<file path="src/rtl/pipelined_adder.sv">
// Pipelined WIDTH-bit adder/subtractor. Each stage adds one CW-bit chunk, and the carry
// ripples between stage registers. A single global advance enable provides valid/ready flow control.
module pipelined_adder #(
    parameter int WIDTH  = 32,
    parameter int STAGES = 4
) (
    input  logic             clk_i,
    input  logic             rst_i,
    input  logic             valid_i,
    output logic             ready_o,
    input  logic [WIDTH-1:0] src1_i,
    input  logic [WIDTH-1:0] src2_i,
    input  logic             sub_i,
    input  logic             cin_i,
    output logic             valid_o,
    input  logic             ready_i,
    output logic [WIDTH-1:0] sum_o,
    output logic             carry_o,
    output logic             overflow_o
);
    localparam int CW   = WIDTH / STAGES;
    localparam int LAST = STAGES - 1;

    logic              en;
    logic [STAGES-1:0] vld_q, vld_d;
    logic [STAGES-1:0] cry_q, cry_d;
    logic [WIDTH-1:0]  opa_q [STAGES];
    logic [WIDTH-1:0]  opa_d [STAGES];
    logic [WIDTH-1:0]  opb_q [STAGES];
    logic [WIDTH-1:0]  opb_d [STAGES];
    logic [WIDTH-1:0]  sum_q [STAGES];
    logic [WIDTH-1:0]  sum_d [STAGES];
    logic [CW:0]       part;

    function automatic logic [CW:0] chunk_add(input logic [WIDTH-1:0] a,
                                              input logic [WIDTH-1:0] b,
                                              input logic             c,
                                              input int               k);
        return {1'b0, a[k*CW +: CW]} + {1'b0, b[k*CW +: CW]} + {{CW{1'b0}}, c};
    endfunction

    // The whole pipeline moves together, so bubbles are never squeezed out during a stall
    assign en      = ~valid_o | ready_i;
    assign ready_o = en;

    always_comb begin
        vld_d = '0;
        cry_d = '0;
        opa_d = '{default: '0};
        opb_d = '{default: '0};
        sum_d = '{default: '0};
        part  = '0;

        opa_d[0] = src1_i;
        opb_d[0] = sub_i ? ~src2_i : src2_i;
        part     = chunk_add(opa_d[0], opb_d[0], sub_i | cin_i, 0);
        sum_d[0][CW-1:0] = part[CW-1:0];
        cry_d[0] = part[CW];
        vld_d[0] = valid_i;

        for (int k = 1; k < STAGES; k++) begin
            opa_d[k] = opa_q[k-1];
            opb_d[k] = opb_q[k-1];
            part     = chunk_add(opa_q[k-1], opb_q[k-1], cry_q[k-1], k);
            sum_d[k] = sum_q[k-1];
            sum_d[k][k*CW +: CW] = part[CW-1:0];
            cry_d[k] = part[CW];
            vld_d[k] = vld_q[k-1];
        end
    end

    always_ff @(posedge clk_i) begin
        if (rst_i) begin
            vld_q <= '0;
            cry_q <= '0;
            for (int k = 0; k < STAGES; k++) begin
                opa_q[k] <= '0;
                opb_q[k] <= '0;
                sum_q[k] <= '0;
            end
        end else if (en) begin
            vld_q <= vld_d;
            cry_q <= cry_d;
            for (int k = 0; k < STAGES; k++) begin
                opa_q[k] <= opa_d[k];
                opb_q[k] <= opb_d[k];
                sum_q[k] <= sum_d[k];
            end
        end
    end

    // The last stage still carries A and the post-inversion B, so overflow uses their sign bits
    assign valid_o    = vld_q[LAST];
    assign sum_o      = sum_q[LAST];
    assign carry_o    = cry_q[LAST];
    assign overflow_o = (opa_q[LAST][WIDTH-1] == opb_q[LAST][WIDTH-1]) &
                        (sum_q[LAST][WIDTH-1] != opa_q[LAST][WIDTH-1]);

endmodule
</file>
<file path="config.mk">
export PLATFORM = sky130hd
export DESIGN_NAME = pipelined_adder
export DESIGN_NICKNAME = d
export VERILOG_FILES = /design/src/rtl/pipelined_adder.sv
export SDC_FILE = /design/constraint.sdc
export NUM_CORES = 1
export LEC_CHECK = 0
export CAP_MARGIN = 20
export CORE_MARGIN = 8
export CORE_UTILIZATION = 40
export CTS_CLUSTER_DIAMETER = 150
export DETAILED_ROUTE_END_ITERATION = 8
export GPL_TIMING_DRIVEN = 0
export PLACE_DENSITY = 0.57
export SYNTH_ARGS = -nofsm -noshare
export SYNTH_HDL_FRONTEND = slang
export SYNTH_SLANG_ARGS = --single-unit
</file>
<file path="constraint.sdc">
create_clock -name clk_i -period 14.2 [get_ports clk_i]
set_input_delay 2.84 -clock clk_i [delete_from_list [all_inputs] [get_ports clk_i]]
set_output_delay 2.84 -clock clk_i [all_outputs]
set_load 0.005 [all_outputs]
</file>
# Word level (Yosys, flattened, before mapping)
# Memory sizes are Yosys's and may differ from the RTL's.
# Cells that the tools add are included.
dict set report classes {
  add_sub_neg 8
  eq_ne 2
  n_mux 18
  bitwise 17
}
# op count
set op_table {}
lappend op_table {{2-to-1 mux 32 bit} 13}
lappend op_table {{adder 8 x 8 -> 9 bit} 4}
lappend op_table {{adder 9 x 1 -> 9 bit} 4}
lappend op_table {{NOT 32 bit} 1}
lappend op_table {{bitwise OR 1 bit} 14}
lappend op_table {{2-to-1 mux 1 bit} 5}
lappend op_table {{AND 1 bit} 1}
lappend op_table {{equality test 1 bit} 1}
lappend op_table {{!= test 1 bit} 1}
lappend op_table {{NOT 1 bit} 1}
dict set report word_totals {
  register_bits 8
  ram_bits 384
  input_bits 70
  n_memories 3
}
# memory depth word_bits rd rd_ports_with_merged_regs write_ports line_no
set memory_table {}
lappend memory_table {opa_q 4 32 4 0 4 27} ;# logic [WIDTH-1:0] opa_q [STAGES];
lappend memory_table {opb_q 4 32 4 0 4 29} ;# logic [WIDTH-1:0] opb_q [STAGES];
lappend memory_table {sum_q 4 32 4 0 4 31} ;# logic [WIDTH-1:0] sum_q [STAGES];

# Logic depth before layout (Yosys ltp)
dict set report logic_depth {
  ltp_word 6
  mapped_depth 10
  ltp_nobuf 8
}

# Worst setup path after synthesis
# No wires, ideal clock.
dict set report synth_timing {
  path_kind {input port to flip-flop}
  from {input port rst_i}
  to {memory opa_q[0][10], enable pin}
  setup_time_ps 569
  t_arrival_ps 7398
  slack_ps 6232
  path_stages 2
  path_buffers 1
  path_cell_list {clkbuf_1 -> nand2b_1}
}
# item line_no
set synth_rtl {}
lappend synth_rtl {{start: declaration} 8} ;# input logic rst_i,
lappend synth_rtl {{end: declaration} 27}

# Final worst setup path
dict set report layout_timing {
  from {input port ready_i}
  to {output port ready_o}
}
dict set report layout_between {
  elab_chain_cells 1
}
# item line_no
set layout_lines {}
lappend layout_lines {{start: declaration} 16} ;# input logic ready_i,
lappend layout_lines {{bitwise OR 1 bit} 43} ;# assign en = ~valid_o | ready_i;
lappend layout_lines {{end: declaration} 10} ;# output logic ready_o,
# No other way between the ends.

==> impl_results.md <==
- Syn Nets: 746
- # Post-CTS Setup Buffers: 0
- Placed Cells: ~1000
- Initial Utilization: 40.6%
- Worst-margin pin slew: 0.929 ns
- Fraction of registers with async set/reset: 0%
- Combinational Power Share: 10.8%
- MaxCap Viol Count: 0
- Worst Skew: 0.00780 ns
- Antenna violations before repair: 1
- FF-to-FF setup slack: 11.57 ns
- First DRT Iteration DRCs: 403
- FMAX: 0.143 GHz
- First drt pass iteration count: 5
- Synthesized area: 8510 um2
- Row cnt: 53
- Buf/Inv on CP: 4
- Area Overhead vs Synth: 23.5%
- First-pass GRT wire length: 27400 um
- Top cell type's share of synthesized area: 62.8%
- Top delay family on crit path: buffers and inverters
- CP max stage cell: clkdlybuf4s50_1
- Share of layout cells above drive strength 1: between 5 and 6%
- Total number of vias: 5177
- Power share of the clock group: 36.2%
- Net Sw Frac: a little under a quarter
- Worst path required time: ~11 ns
- Seq/Total Area, Yosys: about two thirds
- DPL Wire Length: 12400 um
- Synth Warn #: 0
- Worst-Skew Late Latency: roughly 0.43 ns
- Die footprint: 26200 um2
- Final setup violation count: 0
- Largest area contributor in the netlist: edfxtp_1
- Die height: 162 um
- Dpl cell area: 9960 um2
- Sequential Power Share: between 50% and 60%
- Final Max Slew Viols: 0
- P_int: 954 uW
- Setup crit end kind: output pin
- Run status: finished, final reports clean
- CP cell instances: clkdlybuf4s50_1 > nor2b_1 > buf_6 > clkinv_4 > clkdlybuf4s50_1
- Top-Level Pins: about 110
- Min-delay worst type: reg -> reg
- Remaining DRCs: 0
- Crit Path Max Fanout: 9
- Post-Route WL: roughly 17000 um
- Slew headroom: 38.0%
- # resized after CTS: 0
- Gr usage total: between 10% and 20%
- PortBufs: between 100 and 150
- Grt total ovfl: 0
- Nets: ~870
- Final setup margin: 7.20 ns
- CP peak stage delay: 0.47 ns
- Worst vdd ir: 67.9 uV
- Synth Instances: 640
- Final Critical Period: about 7.0 ns
- Mapped Avg Cell Area: approximately 13 um2
- Critical path type: in -> out
- CTS max path bufs: 2
- Clock sink count: 186
- Via density: 4.92
- Number of synthesized flops with an enable pin: roughly 180
- Synth area leaders: edfxtp_1 (63%), and2_1 (9.3%), ha_1 (4.1%)
- Primary FF master, synth: edfxtp_1
- Cell Pwr Density: 117 nW/um2
- ANT cells: 0
- CTS tree: built
- Switching pwr: 278 uW
- Placer congestion estimate: 0.828
- CTS Buf Count: 17
- WP data arrival: 4.16 ns
- #FFs+latches synth: 186
- Tcrit/Tclk final: 49.3%
- Most frequent cells in the layout: edfxtp_1 (178), and2_1 (127), clkdlybuf4s50_1 (104), nor2_1 (46), ha_1 (28)
- Final ANT Viol Nets: 0
- H-tree depth: 4
- Die W: 162 um
- Distinct cells, synth: 40
- RSZ-0062 raised after global routing: false
- Routed WL per cell: 16.6 um
- Core ar.: 21000 um2
- Reg clk slew, reported paths: 0.06 ns
- Fin cells: 1053
- Vias in the first global route: 5272
- Final Cell Area: 10500 um2
- Worst Setup Start Kind: primary input
- Leakage: 4.17 nW
- CTS root buf: clkbuf_16
- Total negative slack: 0 ns
- Pin count of the biggest net entering global routing: 68
- Hold Fails Final Rpt: 0
- Most frequent CP cell: clkdlybuf4s50_1
- Hold-fix buffers, CTS: 0
- Most common cell after layout, fill and taps aside: edfxtp_1
- DP Worst Slack: slightly above 7 ns
power by group through the flow:
stage / Sequential [mW] / Combinational (mW) / Clock (mW)
4_1_cts: 0.653 / 0.135 / 0.455
2_1_floorplan: 0.663 / 0.0765 / 0
3_3_place_gp: 0.665 / 0.131 / 0
3_5_place_dp: 0.665 / 0.134 / 0
5_1_grt: 0.657 / 0.148 / 0.476
6_report: 0.653 / 0.133 / 0.447
registers in the layout, indices dropped and copies added, names as in the netlist:
signal,flops
opa_q,49
vld_q,4
sum_q,80
cry_q,4
opb_q,49
final timing paths:
check	start	to	depth (start not counted)
setup / recovery	ready_i	ready_o	5
hold / removal	vld_q[1]$_SDFFE_PP0P_	vld_q[1]$_SDFFE_PP0P_	2
setup reg to reg	vld_q[3]$_SDFFE_PP0P_	opa_q[0][10]$_SDFFCE_PN0P_	5
hold reg to reg	vld_q[1]$_SDFFE_PP0P_	vld_q[1]$_SDFFE_PP0P_	2
final cells by class:
| type | instances | area, um2 |
|---|---|---|
| Clock buffer | 19 | 433 |
| Buffer | 27 | 125 |
| Clock inverter | 13 | 119 |
| Tap cell | 275 | 344 |
| Fill cell | 1840 | 10400 |
| Timing Repair Buffer | 106 | 1100 |
| Multi-Input combinational cell | 410 | 2820 |
| Sequential cell | 186 | 5510 |
| Inverter | 17 | 68.8 |
layer usage:
metal | global-route usage, % | wire length (um)
met5 | 0 | 12
met4 | 4.63 | 242
met3 | 3.49 | 925
met2 | 23.1 | 8650
met1 | 16.4 | 7630
cells in the mapped netlist (all sizes together), types with 7 or more instances:
| library cell | count |
|---|---|
| nand2 | 13 |
| a211oi | 10 |
| o2111ai | 7 |
| xnor2 | 25 |
| ha | 28 |
| buf | 9 |
| inv | 16 |
| nand2b | 12 |
| nor3 | 21 |
| fa | 8 |
| o21ai | 23 |
| xor2 | 10 |
| or4 | 8 |
| and2 | 127 |
| a21oi | 14 |
| nor2 | 47 |
| edfxtp | 178 |
| nor2b | 14 |
| nand3 | 9 |
| dfxtp | 8 |
| clkbuf | 18 |
worst reg2reg max path, stage by stage (launching register included):
cell	delay, ns
dfxtp_1	0.34
nor2b_1	0.18
buf_6	0.17
clkbuf_1	0.54
nand2b_4	0.64
buf_16	0.46
kinds of logic after synthesis:
group | after synthesis | share of synthesized area (%)
AO/OA/AOI/OAI | 80 | 6.22
buffers and inverters | 44 | 2.28
adder cells (fa/ha/maj) | 36 | 6.00
AND/OR/NAND/NOR | 259 | 17.2
XOR/XNOR | 35 | 3.60
flip-flops | 186 | 64.7
through the flow:
stage / utilization [%] / total power, mW / hold WS (ns)
final: 50.2 / 1.23 / 0.452
after global routing: 50.2 / 1.28 / 0.474
after CTS: 50.2 / 1.24 / 0.452
after detailed placement: 47.5 / 0.799 / 0.443
after global placement: 47.2 / 0.796 / 0.439
after floorplan: - / 0.740 / 0.432
Power figures use the tool's default switching activity.
